## config.mk

```make
export PLATFORM = sky130hd
export DESIGN_NAME = btn_shift_reg
export DESIGN_NICKNAME = d
export VERILOG_FILES = /design/src/rtl/btn_reg_pkg.sv /design/src/rtl/btn_sync_edge.sv /design/src/rtl/btn_shift_reg.sv
export SDC_FILE = /design/constraint.sdc
export NUM_CORES = 1
export LEC_CHECK = 0
export BUFFER_PORTS_ARGS = -buffer_cell sky130_fd_sc_hd__buf_2
export CAP_MARGIN = 40
export CORE_ASPECT_RATIO = 1.1
export CORE_MARGIN = 8
export CORE_UTILIZATION = 51
export CTS_CLUSTER_SIZE = 8
export DETAILED_ROUTE_END_ITERATION = 12
export PLACE_DENSITY = 0.78
export SYNTH_ARGS = -nofsm -noshare
export SYNTH_HDL_FRONTEND = slang
export SYNTH_HIERARCHICAL = 1
export SYNTH_SLANG_ARGS = --single-unit
```

## constraint.sdc

```tcl
create_clock -name CLK -period 1.8 [get_ports CLK]
set_input_delay 0.36 -clock CLK [delete_from_list [all_inputs] [get_ports CLK]]
set_output_delay 0.36 -clock CLK [all_outputs]
set_load 0.02 [all_outputs]
```

## src/rtl/btn_reg_pkg.sv

```systemverilog
// btn_reg_pkg: shared types and helpers for the button-driven shift register.
//   op_t     - action selected in a cycle
//   OPCNT_W  - width of the executed-action counter
//   prio_op  - fixed-priority encoder from the four button pulses to an op
package btn_reg_pkg;

    localparam int unsigned OPCNT_W = 8;

    typedef enum logic [2:0] {
        OP_NONE,
        OP_CLR,
        OP_SET,
        OP_LOAD,
        OP_SHIFT
    } op_t;

    // p[0] = clear, p[1] = set, p[2] = load, p[3] = shift; lowest index wins.
    function automatic op_t prio_op(input logic [3:0] p);
        if (p[0])      return OP_CLR;
        else if (p[1]) return OP_SET;
        else if (p[2]) return OP_LOAD;
        else if (p[3]) return OP_SHIFT;
        else           return OP_NONE;
    endfunction

endpackage

```

## src/rtl/btn_sync_edge.sv

```systemverilog
// btn_sync_edge: synchronises one asynchronous button level and emits a
// single-cycle PULSE on each press (rising edge).
//   CLK   - system clock
//   RST   - asynchronous active-high reset
//   BTN   - raw button level from the board
//   PULSE - one-cycle pulse per press
// Optional debouncer enabled with macro BTN_DEBOUNCE_EN (window DB_CYCLES).
module btn_sync_edge #(
    parameter int unsigned DB_CYCLES = 16
) (
    input  logic CLK,
    input  logic RST,
    input  logic BTN,
    output logic PULSE
);

    logic s1, s2;

    always_ff @(posedge CLK or posedge RST) begin
        if (RST) begin
            s1 <= 1'b0;
            s2 <= 1'b0;
        end else begin
            s1 <= BTN;
            s2 <= s1;
        end
    end

`ifdef BTN_DEBOUNCE_EN
    localparam int unsigned CW = (DB_CYCLES > 1) ? $clog2(DB_CYCLES) : 1;

    logic          db, db_prev;
    logic [CW-1:0] cnt;

    // db follows s2 once s2 has disagreed with it for DB_CYCLES consecutive
    // cycles; the update lands on the DB_CYCLES-th disagreeing edge.
    always_ff @(posedge CLK or posedge RST) begin
        if (RST) begin
            db      <= 1'b0;
            db_prev <= 1'b0;
            cnt     <= '0;
        end else begin
            db_prev <= db;
            if (s2 == db) begin
                cnt <= '0;
            end else if (cnt == CW'(DB_CYCLES - 1)) begin
                db  <= s2;
                cnt <= '0;
            end else begin
                cnt <= cnt + CW'(1);
            end
        end
    end

    assign PULSE = db & ~db_prev;
`else
    logic s3;

    always_ff @(posedge CLK or posedge RST) begin
        if (RST) s3 <= 1'b0;
        else     s3 <= s2;
    end

    assign PULSE = s2 & ~s3;
`endif

endmodule

```

## src/rtl/btn_shift_reg.sv

```systemverilog
// btn_shift_reg: WIDTH-bit register controlled by four push buttons.
//   CLK, RST        - clock, asynchronous active-high reset
//   BTN0..BTN3      - clear / set-all / parallel load / shift requests
//   D               - parallel load data
//   DIR             - shift direction (0 = toward MSB, 1 = toward LSB)
//   ROT             - 1 = rotate, 0 = shift in SI
//   SI              - serial input
//   Q               - register contents
//   SO              - last bit shifted/rotated out
//   OPCNT           - executed-action count (wraps)
// Define BTN_DEBOUNCE_EN to debounce each button over DB_CYCLES cycles.
module btn_shift_reg
    import btn_reg_pkg::*;
#(
    parameter int unsigned           WIDTH     = 8,
    parameter logic [WIDTH-1:0]      RESET_VAL = '0,
    parameter int unsigned           DB_CYCLES = 16
) (
    input  logic               CLK,
    input  logic               RST,
    input  logic               BTN0,
    input  logic               BTN1,
    input  logic               BTN2,
    input  logic               BTN3,
    input  logic [WIDTH-1:0]   D,
    input  logic               DIR,
    input  logic               ROT,
    input  logic               SI,
    output logic [WIDTH-1:0]   Q,
    output logic               SO,
    output logic [OPCNT_W-1:0] OPCNT
);

    logic [3:0]       pulse;
    op_t              op;
    logic [WIDTH-1:0] q_shift;
    logic             so_next;

    btn_sync_edge #(.DB_CYCLES(DB_CYCLES)) u_btn0 (.CLK(CLK), .RST(RST), .BTN(BTN0), .PULSE(pulse[0]));
    btn_sync_edge #(.DB_CYCLES(DB_CYCLES)) u_btn1 (.CLK(CLK), .RST(RST), .BTN(BTN1), .PULSE(pulse[1]));
    btn_sync_edge #(.DB_CYCLES(DB_CYCLES)) u_btn2 (.CLK(CLK), .RST(RST), .BTN(BTN2), .PULSE(pulse[2]));
    btn_sync_edge #(.DB_CYCLES(DB_CYCLES)) u_btn3 (.CLK(CLK), .RST(RST), .BTN(BTN3), .PULSE(pulse[3]));

    always_comb op = prio_op(pulse);

    always_comb so_next = DIR ? Q[0] : Q[WIDTH-1];

    // A 1-bit register has no slice to keep, so it is handled separately.
    if (WIDTH == 1) begin : g_w1
        always_comb q_shift = ROT ? Q : SI;
    end else begin : g_wn
        logic fill;
        always_comb begin
            fill    = ROT ? so_next : SI;
            q_shift = DIR ? {fill, Q[WIDTH-1:1]} : {Q[WIDTH-2:0], fill};
        end
    end

    always_ff @(posedge CLK or posedge RST) begin
        if (RST) begin
            Q     <= RESET_VAL;
            SO    <= 1'b0;
            OPCNT <= '0;
        end else begin
            case (op)
                OP_CLR:   Q <= '0;
                OP_SET:   Q <= '1;
                OP_LOAD:  Q <= D;
                OP_SHIFT: begin
                    Q  <= q_shift;
                    SO <= so_next;
                end
                default:  ;
            endcase
            if (op != OP_NONE) OPCNT <= OPCNT + OPCNT_W'(1);
        end
    end

endmodule

```

==> load_flow_metrics.sql, run 1 <==
INSERT INTO impl_metrics (metric_group, metric, value, unit) VALUES
('outcome', 'outcome', 'finished, final reports clean', ''),
('place', 'last_weighted_congestion_value_of_the_routability_driven_placer', '0.787', ''),
('grt', 'number_of_antenna_violations_at_the_first_check_in_global_routing', '0', ''),
('detailed_routing', 'drc_violations_left', '0', ''),
('timing', 'worstMarginPinSlew', '677', 'ps'),
('cells_and_area', 'nets', '152', ''),
('cells_and_area', 'final_cell_area', '1500', 'sq um'),
('power_and_ir_drop', 'power.switching_fraction', '36.0', '%'),
('place', 'place.detailed.instances', '157', ''),
('cells_and_area', 'layout-drive-gt1-share', '35.6', '%'),
('cts', 'clock_tree.root_cell', 'clkbuf_4', ''),
('floorplanning', 'die-area', '4340', 'sq um'),
('timing', 'setup_viol', '0', ''),
('critical_path', 'rrSetupSlack', '150', 'ps'),
('cells_and_area', 'fin_cells', '166', ''),
('yosys', 'post_synth.cell_area_avg', '12.9', 'sq um'),
('place', 'pre_cts_ws', '167', 'ps'),
('place', 'dp_hpwl', '1970', 'microns'),
('detailed_routing', 'route.final.wire_length', '2620', 'microns'),
('grt', 'grt_util_all_layers', '13.9', '%'),
('cts', 'clkSinkCount', '29', ''),
('floorplanning', 'initial_utilization', '52.2', '%'),
('timing', 'fin_crit', '1650', 'ps'),
('yosys', 'synth_enable_flop_cells', '0', ''),
('timing', 'final_hold_violation_count', '0', ''),
('cells_and_area', 'layout.cells.most_common', 'buf_2', ''),
('power_and_ir_drop', 'clockPowerShare', '20.0', '%'),
('timing', 'finalSetupTns', '0', 'ps'),
('critical_path', 'worstSetupStartpoint', 'u_btn0/s2', ''),
('power_and_ir_drop', 'cellPowerDensity', '1210', 'nW/um^2'),
('detailed_routing', 'drt-pass1-iter-count', '4', ''),
('cts', 'cts_htree_levels', '2', ''),
('grt', 'grt_start_max_net_pins', '18', ''),
('cells_and_area', 'synthToLayoutAreaGrowth', '18.8', '%'),
('critical_path', 'critPathLaunchType', 'flip-flop', ''),
('timing', 'finalWorstSetupSlack', '152', 'ps'),
('critical_path', 'worst_r2r_endpoint', 'Q[7]', ''),
('critical_path', 'criticalPathCategory', 'flip-flop to flip-flop', ''),
('cts', 'ctsLongestPathBuffers', '2', ''),
('yosys', 'synth_seq_area_share', '57.3', '%'),
('run', 'max-cap-violations', '0', ''),
('timing', 'fmax', '0.607', 'GHz'),
('grt', 'globalRouteOverflowTotal', '0', ''),
('cts', 'quantity_of_gates_resized_following_cts', '0', ''),
('cts', 'cts_tree', 'yes', ''),
('critical_path', 'r2r-start', 'u_btn0/s2', ''),
('grt', 'wire_length_of_the_first_global_routing_pass', '4650', 'microns'),
('power_and_ir_drop', 'power_frac_comb', '30.7', '%'),
('yosys', 'syn-num-nets', '116', ''),
('critical_path', 'timing.critical_path.required', '2050', 'ps'),
('place', 'placement.cell_area', '1440', 'sq um'),
('power_and_ir_drop', 'power.net_switching', '658', 'uW'),
('critical_path', 'endpoint', 'Q[7]', ''),
('detailed_routing', 'first_iter_violations', '63', ''),
('cells_and_area', 'combined_area_of_the_multi_input_logic_cells', '494', 'sq um'),
('floorplanning', 'core_area', '2420', 'sq um'),
('grt', 'number_of_global_route_vias_before_repair', '1015', ''),
('power_and_ir_drop', 'total_leakage_power', '0.757', 'nW'),
('cells_and_area', 'antenna-diode-count', '0', ''),
('detailed_routing', 'route.detailed.vias_per_inst', '5.54', ''),
('yosys', 'yosys_register_bits', '29', ''),
('detailed_routing', 'wl_per_cell', '15.8', 'microns'),
('min_path', 'hold-path-cell-count', '1', ''),
('place', 'io_buffers', '33', ''),
('critical_path', 'path_max_fanout', '10', ''),
('cells_and_area', 'num-fill-cells', '221', ''),
('detailed_routing', 'detail-route-antenna-nets', '0', ''),
('floorplanning', 'die_h', '68.3', 'microns'),
('cts', 'cts_buffers', '5', ''),
('critical_path', 'r2r.worst_path.cells', '4', ''),
('power_and_ir_drop', 'sequentialPowerShare', '49.3', '%');
==> logic make-up after synthesis <==
logic type | after synthesis | synth area share (%)
compound gates | 18 | 10.9
xor+xnor | 7 | 4.84
fa+ha+maj | 1 | 0.988
buf+inv | 10 | 3.66
flops | 29 | 57.3
mux | 11 | 9.19
simple gates | 22 | 13.1
==> registers in the layout, indices dropped and copies added, names as in the netlist <==
register   flops
Q              8
SO             1
u_btn0/s1      1
u_btn2/s1      1
u_btn1/s3      1
u_btn0/s2      1
u_btn1/s2      1
u_btn2/s3      1
u_btn2/s2      1
u_btn3/s3      1
u_btn3/s1      1
u_btn1/s1      1
u_btn0/s3      1
OPCNT          8
u_btn3/s2      1
==> worst min path at each step <==
stage          startpoint         to  slack (ps)
2_1_floorplan         RST  u_btn0/s1         110
3_3_place_gp          RST  u_btn3/s1         260
3_5_place_dp          RST  u_btn3/s1         270
4_1_cts              BTN3  u_btn3/s1         120
5_1_grt              BTN3  u_btn3/s1         120
6_report             BTN3  u_btn3/s1         140
==> cell type report <==
type                            instances  share of cell area [%]
Inverter                                5                    1.25
Multi-Input combinational cell         59                    32.9
Sequential cell                        29                    48.3
Timing Repair Buffer                   34                    11.6
Clock inverter                          2                   0.666
Tap cell                               31                    2.58
Clock buffer                            6                    2.75
==> cell usage after synthesis (2+ instances only) <==
cell / n / area share [%]
xor2_1: 2 / 1.4
nand2_1: 4 / 1.2
mux2i_1: 9 / 7.1
o21ai_0: 2 / 0.79
clkbuf_1: 2 / 0.59
nor2_1: 2 / 0.59
inv_1: 5 / 1.5
and3_1: 2 / 0.99
xnor2_1: 5 / 3.5
nand4_1: 3 / 1.5
dfrtp_1: 29 / 57
o221ai_1: 6 / 4.2
a22oi_1: 5 / 3.0
nor2b_4: 4 / 4.3
a221oi_1: 2 / 1.4
==> power groups by stage <==
stage | Combinational [mW] | Clock [mW] | Sequential [mW]
finish | 0.561 | 0.365 | 0.900
CTS | 0.571 | 0.380 | 0.902
global placement | 0.548 | 0 | 0.907
floorplan | 0.254 | 0 | 1.03
global route | 0.618 | 0.410 | 0.926
detailed placement | 0.565 | 0 | 0.915
==> through the flow <==
stage	hold slack (ps)	util, %	power [mW]
final	142	62.0	1.83
after global routing	120	62.0	1.95
after CTS	123	62.0	1.85
after global placement	264	59.5	1.45
after floorplan	114	-	1.28
after detailed placement	268	59.5	1.48
==> worst max-delay path, cell delays in order (launching register included) <==
cell     delay [ps]
dfrtp_1         380
nor2b_4         140
or4b_1          700
a211o_1         290
o21ai_0          70
==> repair_timing <==
item / in CTS / in global routing
setup buffers: 0 / 0
endpoints found under the hold margin: 12 / 0
hold buffers: 1 / 0
==> routing by layer <==
| layer | track usage (%) | wire, microns |
|---|---|---|
| met5 | 0 | 0 |
| met4 | 9.47 | 65 |
| met3 | 5.56 | 235 |
| met2 | 23.3 | 1300 |
| met1 | 14.3 | 1010 |
Note: power is estimated with default switching activity, not from simulation.
==> run 2, diff against run 1 <==
==> constraint.sdc (replaced) <==
create_clock -name CLK -period 1.7 [get_ports CLK]
set_input_delay 0.34 -clock CLK [delete_from_list [all_inputs] [get_ports CLK]]
set_output_delay 0.34 -clock CLK [all_outputs]
set_load 0.02 [all_outputs]
==> load_flow_metrics.sql, run 2 (synthesized netlist as in run 1, its figures left out) <==
INSERT INTO impl_metrics (metric_group, metric, value, unit) VALUES
('cells_and_area', 'reg_top3', 'OPCNT: 8 flops, Q: 8 flops', ''),
('place', 'last_weighted_congestion_value_of_the_routability_driven_placer', '0.758', ''),
('cts', 'cts_setup_buffers', '0', ''),
('grt', 'wire_length_of_the_first_global_routing_pass', '4360', 'microns'),
('grt', 'number_of_global_route_vias_before_repair', '934', ''),
('timing', 'rsz0062_at_grt', 'false', ''),
('cts', 'cts_tree', 'yes', ''),
('floorplanning', 'die-area', '4340', 'sq um'),
('min_path', 'hold-path-cell-count', '1', ''),
('cts', 'worst_skew_pair.late_latency', '310', 'ps'),
('run', 'max-cap-violations', '0', ''),
('cts', 'clock_tree.root_cell', 'clkbuf_4', ''),
('timing', 'timing.clock.skew', '10.4', 'ps'),
('cells_and_area', 'layout.area.seq', '726', 'sq um'),
('cts', 'ctsLongestPathBuffers', '2', ''),
('detailed_routing', 'detail-route-antenna-nets', '0', ''),
('critical_path', 'timing.critical_path.required', '1920', 'ps'),
('critical_path', 'worstSetupStartpoint', 'u_btn0/s2', ''),
('place', 'io_buffers', '33', ''),
('timing', 'maxSlewViolCount', '0', ''),
('cts', 'cts_buffers', '5', ''),
('power_and_ir_drop', 'vdd_drop_max', '1.18', 'mV'),
('cells_and_area', 'layout_common_cells', 'buf_2 (33), dfrtp_1 (29), mux2i_1 (9)', ''),
('min_path', 'hp-start', 'BTN2', ''),
('cells_and_area', 'num-fill-cells', '209', ''),
('grt', 'grt_start_max_net_pins', '18', ''),
('detailed_routing', 'drc_violations_left', '0', ''),
('critical_path', 'critPathLaunchType', 'flip-flop', ''),
('critical_path', 'criticalPathCategory', 'flip-flop to flip-flop', ''),
('critical_path', 'rrSetupSlack', '50', 'ps'),
('timing', 'fmax', '0.607', 'GHz'),
('detailed_routing', 'first_iter_violations', '30', ''),
('critical_path', 'crit_path_end_kind', 'flip-flop', ''),
('cells_and_area', 'antenna-diode-count', '0', ''),
('cells_and_area', 'layout.cells.most_common', 'buf_2', ''),
('cts', 'clkSinkCount', '29', ''),
('power_and_ir_drop', 'total_leakage_power', '0.760', 'nW'),
('floorplanning', 'fp.dieW', '63.5', 'microns'),
('timing', 'final.period_utilization', '96.9', '%'),
('detailed_routing', 'route.final.wire_length', '2600', 'microns'),
('floorplanning', 'core_area', '2420', 'sq um'),
('cts', 'worst_setup_hold_path_clk_slew', '80', 'ps'),
('floorplanning', 'fp-row-count', '19', ''),
('timing', 'worstMarginPinSlew', '644', 'ps'),
('place', 'dp_hpwl', '2040', 'microns'),
('cells_and_area', 'nets', '153', ''),
('detailed_routing', 'route.detailed.vias_per_inst', '5.37', ''),
('power_and_ir_drop', 'cellPowerDensity', '1290', 'nW/um^2'),
('outcome', 'outcome', 'finished, final reports clean', ''),
('cts', 'quantity_of_gates_resized_following_cts', '0', ''),
('detailed_routing', 'wl_per_cell', '15.7', 'microns'),
('floorplanning', 'die_h', '68.3', 'microns'),
('timing', 'timing.max_slew.rel_slack', '57.0', '%'),
('cts', 'cts_htree_levels', '2', ''),
('cells_and_area', 'synthToLayoutAreaGrowth', '19.7', '%'),
('critical_path', 'r2r.worst_path.cells', '4', ''),
('timing', 'hold_ws', '130', 'ps'),
('critical_path', 'r2r-start', 'u_btn0/s2', ''),
('min_path', 'classification_of_the_worst_slack_hold_path', 'primary input to flip-flop', ''),
('timing', 'finalSetupTns', '0', 'ps'),
('timing', 'fin_crit', '1650', 'ps'),
('detailed_routing', 'drt-pass1-iter-count', '4', ''),
('grt', 'globalRouteOverflowTotal', '0', ''),
('timing', 'final_hold_violation_count', '0', ''),
('grt', 'grt_util_all_layers', '13.0', '%'),
('floorplanning', 'initial_utilization', '52.2', '%'),
('floorplanning', 'ios', '34', ''),
('cells_and_area', 'combined_area_of_the_multi_input_logic_cells', '494', 'sq um'),
('detailed_routing', 'num_vias', '892', ''),
('critical_path', 'cp_data_arrival_time', '1870', 'ps'),
('min_path', 'worstHoldEndpoint', 'u_btn2/s1', ''),
('critical_path', 'path_max_fanout', '6', ''),
('timing', 'setup_viol', '0', ''),
('cells_and_area', 'layout-drive-gt1-share', '35.6', '%'),
('grt', 'number_of_antenna_violations_at_the_first_check_in_global_routing', '0', ''),
('critical_path', 'worst_r2r_endpoint', 'Q[4]', '');
==> run 2: cell count changes in the layout (fill, tap and decap cells not counted), sizes merged <==
| cell | previous run | this run |
|---|---|---|
| clkinv | 2 | 0 |
| buf | 33 | 34 |
| clkbuf | 6 | 7 |
==> run 2: repair_timing <==
item,4_1_cts,5_1_grt
hold buffers,1,0
setup endpoints to repair,0,0
hold endpoints to repair,12,0
==> run 2: where the power goes <==
part           leakage (nW)  internal [mW]  total, mW  switching (mW)
logic                 0.379          0.261      0.593           0.332
registers             0.350          0.819      0.955           0.136
clock network        0.0314          0.195      0.402           0.207
==> run 2: how the worst max path moves through the flow <==
stage / end / slack [ps] / cells after the start
after floorplan: OPCNT[7] / 120 / 5
after global placement: OPCNT[7] / 130 / 4
after detailed placement: Q[4] / 80 / 4
after CTS: Q[4] / 60 / 4
after global routing: Q[4] / 6 / 4
final: Q[4] / 50 / 4
==> run 2: metrics by stage <==
stage / cells / utilization, % / setup WS [ps] / power (mW) / cell area, sq um
2_1_floorplan: 98 / - / 124 / 1.36 / 1270
3_3_place_gp: 158 / 59.8 / 133 / 1.54 / 1450
3_5_place_dp: 158 / 59.8 / 79.1 / 1.57 / 1450
4_1_cts: 166 / 62.5 / 57.7 / 1.98 / 1520
5_1_grt: 166 / 62.5 / 6.29 / 2.07 / 1520
6_report: 166 / 62.5 / 53.5 / 1.95 / 1520
==> run 2: worst max-delay path: stages, from the launching register on <==
cell	delay, ps
dfrtp_1	390
nor2b_4	140
or4b_1	620
buf_4	210
o221ai_1	190
==> run 2: cell type report <==
type | instances | area share [%]
Clock buffer | 7 | 3.63
Inverter | 5 | 1.24
Multi-Input combinational cell | 59 | 32.6
Sequential cell | 29 | 47.9
Tap cell | 31 | 2.56
Timing Repair Buffer | 35 | 12.1
==> run 2: layer usage <==
layer  routed length [microns]  global-route usage, %  vias up
met5                         0                      0        -
met4                        21                   5.85        0
met3                       224                   7.36        2
met2                      1330                   22.4       24
met1                      1020                   12.8      438
li1                          -                      -      428
==> run 3, diff against run 2 <==
--- a/config.mk
+++ b/config.mk
@@ -5,6 +5,7 @@
 export SDC_FILE = /design/constraint.sdc
 export NUM_CORES = 1
 export LEC_CHECK = 0
+export ABC_AREA = 1
 export BUFFER_PORTS_ARGS = -buffer_cell sky130_fd_sc_hd__buf_2
 export CAP_MARGIN = 40
 export CORE_ASPECT_RATIO = 1.1
@@ -12,7 +13,7 @@
 export CORE_UTILIZATION = 51
 export CTS_CLUSTER_SIZE = 8
 export DETAILED_ROUTE_END_ITERATION = 12
-export PLACE_DENSITY = 0.78
+export PLACE_DENSITY = 0.77
 export SYNTH_ARGS = -nofsm -noshare
 export SYNTH_HDL_FRONTEND = slang
 export SYNTH_HIERARCHICAL = 1
==> load_flow_metrics.sql, run 3 <==
INSERT INTO impl_metrics (metric_group, metric, value, unit) VALUES
('yosys', 'synth_enable_flop_cells', '0', ''),
('cts', 'cts_buffers', '5', ''),
('place', 'io_buffers', '33', ''),
('cts', 'quantity_of_gates_resized_following_cts', '0', ''),
('grt', 'grt_util_all_layers', '13.9', '%'),
('run', 'max-cap-violations', '0', ''),
('yosys', 'yosys.cell_count.top_type', 'nand2_1', ''),
('yosys', 'post_synthesis_instance_total', '157', ''),
('cells_and_area', 'synthToLayoutAreaGrowth', '21.7', '%'),
('grt', 'wire_length_of_the_first_global_routing_pass', '4990', 'microns'),
('cells_and_area', 'reg_top3', 'OPCNT: 8 flops, Q: 8 flops', ''),
('cts', 'cts_htree_levels', '2', ''),
('outcome', 'outcome', 'finished, final reports clean', ''),
('power_and_ir_drop', 'cellPowerDensity', '1340', 'nW/um^2'),
('yosys', 'syn-num-nets', '175', ''),
('timing', 'fmax', '0.741', 'GHz'),
('timing', 'timing.clock.skew', '4.61', 'ps'),
('timing', 'final_hold_violation_count', '0', ''),
('floorplanning', 'core_area', '2470', 'sq um'),
('yosys', 'synth-async-reset-ratio', '100', '%'),
('detailed_routing', 'drc_violations_left', '0', ''),
('min_path', 'hold-path-cell-count', '1', ''),
('place', 'place.detailed.instances', '219', ''),
('cells_and_area', 'layout_common_cells', 'nand2_1 (46), buf_2 (33), dfrtp_1 (29)', ''),
('yosys', 'synth_top_cell_by_area', 'dfrtp_1', ''),
('floorplanning', 'initial_utilization', '53.3', '%'),
('floorplanning', 'fp.dieW', '64.5', 'microns'),
('place', 'last_weighted_congestion_value_of_the_routability_driven_placer', '0.789', ''),
('cts', 'clock_tree.root_cell', 'clkbuf_4', ''),
('critical_path', 'crit_path_end_kind', 'flip-flop', ''),
('yosys', 'post_synth_num_cell_types', '19', ''),
('cells_and_area', 'fin_cells', '228', ''),
('critical_path', 'cp_data_arrival_time', '1560', 'ps'),
('timing', 'timing.max_slew.rel_slack', '56.0', '%'),
('detailed_routing', 'route.final.wire_length', '2890', 'microns'),
('detailed_routing', 'route.detailed.vias_per_inst', '5.03', ''),
('yosys', 'ys_top_cells_by_area', 'dfrtp_1 (55%), nand2_1 (13%), inv_1 (6.8%)', ''),
('cells_and_area', 'nets', '214', ''),
('critical_path', 'rrSetupSlack', '350', 'ps'),
('critical_path', 'r2r.worst_path.cells', '7', ''),
('detailed_routing', 'detail-route-antenna-nets', '0', ''),
('cts', 'cts_setup_buffers', '0', ''),
('detailed_routing', 'first_iter_violations', '91', ''),
('place', 'dp_hpwl', '2270', 'microns'),
('power_and_ir_drop', 'vdd_drop_max', '1.31', 'mV'),
('floorplanning', 'die_h', '69.3', 'microns'),
('detailed_routing', 'num_vias', '1146', ''),
('cts', 'clkSinkCount', '29', ''),
('yosys', 'yosys_warnings', '6', ''),
('floorplanning', 'die-area', '4470', 'sq um'),
('cts', 'worst_setup_hold_path_clk_slew', '90', 'ps'),
('cells_and_area', 'layout-drive-gt1-share', '26.4', '%'),
('detailed_routing', 'drt-pass1-iter-count', '4', ''),
('cts', 'cts_tree', 'yes', ''),
('cells_and_area', 'antenna-diode-count', '0', ''),
('timing', 'final.period_utilization', '79.3', '%'),
('critical_path', 'critPathLaunchType', 'flip-flop', ''),
('yosys', 'synth_seq_area_share', '55.1', '%'),
('critical_path', 'criticalPathCategory', 'flip-flop to flip-flop', ''),
('yosys', 'yosys_register_bits', '29', ''),
('timing', 'setup_viol', '0', ''),
('yosys', 'synth.top_cells.by_count', 'nand2_1 (46), dfrtp_1 (29), inv_1 (24)', ''),
('yosys', 'synth_top_cell_area_share', '55.1', '%'),
('critical_path', 'worst_r2r_endpoint', 'OPCNT[6]', ''),
('cts', 'ctsLongestPathBuffers', '2', ''),
('timing', 'worstMarginPinSlew', '659', 'ps'),
('critical_path', 'timing.critical_path.required', '1910', 'ps'),
('floorplanning', 'fp-row-count', '19', ''),
('timing', 'finalSetupTns', '0', 'ps'),
('critical_path', 'endpoint', 'OPCNT[6]', ''),
('timing', 'rsz0062_at_grt', 'false', ''),
('grt', 'grt_start_max_net_pins', '18', ''),
('min_path', 'classification_of_the_worst_slack_hold_path', 'primary input to flip-flop', ''),
('min_path', 'hp-start', 'BTN1', ''),
('yosys', 'yosys_most_used_dff', 'dfrtp_1', ''),
('yosys', 'syn_area', '1320', 'sq um'),
('critical_path', 'worstSetupStartpoint', 'u_btn0/s2', ''),
('timing', 'fin_crit', '1350', 'ps'),
('grt', 'number_of_antenna_violations_at_the_first_check_in_global_routing', '0', ''),
('floorplanning', 'ios', '34', ''),
('cts', 'worst_skew_pair.late_latency', '320', 'ps'),
('detailed_routing', 'wl_per_cell', '12.7', 'microns'),
('yosys', 'post_synth.cell_area_avg', '8.39', 'sq um'),
('critical_path', 'path_max_fanout', '12', ''),
('critical_path', 'r2r-start', 'u_btn0/s2', ''),
('timing', 'maxSlewViolCount', '0', ''),
('grt', 'globalRouteOverflowTotal', '0', ''),
('power_and_ir_drop', 'total_leakage_power', '0.859', 'nW'),
('cells_and_area', 'layout.cells.most_common', 'nand2_1', ''),
('grt', 'number_of_global_route_vias_before_repair', '1165', '');
run 3: routing by layer:
metal / GRT usage (%) / wire length, microns / up-vias
met4: 7.04 / 60 / 0
met3: 8.08 / 256 / 7
li1: - / - / 562
met1: 14.5 / 1240 / 540
met5: 0 / 0 / -
met2: 21.6 / 1340 / 37
run 3: per-stage QoR:
stage	power [mW]	hold slack (ps)	instance area (sq um)	utilization, %	setup slack [ps]
2_1_floorplan	1.36	93.6	1320	-	541
3_3_place_gp	1.55	242	1510	60.9	420
3_5_place_dp	1.58	246	1510	60.9	352
4_1_cts	2.18	99.6	1600	64.9	334
5_1_grt	2.29	77.9	1600	64.9	200
6_report	2.15	117	1600	64.9	351
run 3: what timing repair did:
| action | 4_1_cts | 5_1_grt |
|---|---|---|
| setup endpoints to repair | 0 | 0 |
| hold buffers | 1 | 0 |
| hold endpoints to repair | 12 | 0 |
run 3: cell families (layout without fill, tap and decap cells):
group,count (synthesis),after routing,synth area share [%]
simple gates,76,76,25.0
flops,29,29,55.1
buf+inv,28,68,8.64
compound gates,20,20,8.36
xor+xnor,3,3,1.99
fa+ha+maj,1,1,0.950
run 3: final cells by class:
cell class,count,area [sq um]
clock buffers,6,51.3
multi-input cells,100,478
clock inverters,2,37.5
flip-flops and latches,29,726
inverters,26,97.6
well taps,31,38.8
fillers,233,868
repair buffers,34,175
run 3: where the power goes:
part | internal (mW) | switching (mW) | total (mW)
Combinational | 0.220 | 0.393 | 0.613
Sequential | 0.814 | 0.137 | 0.952
Clock | 0.349 | 0.236 | 0.586
run 3: critical path, stage by stage, from the launching register on:
cell	delay, ps
dfrtp_1	360
inv_1	50
nor2_2	150
nor2_1	80
nand2_2	210
nand3_1	180
o21ai_1	150
nand2_1	60
run 3: how the worst min path moves through the flow:
stage                      endpoint
after floorplan           u_btn0/s1
after global placement    u_btn2/s2
after detailed placement  u_btn1/s3
after CTS                 u_btn3/s1
after global routing      u_btn1/s1
final                     u_btn1/s1
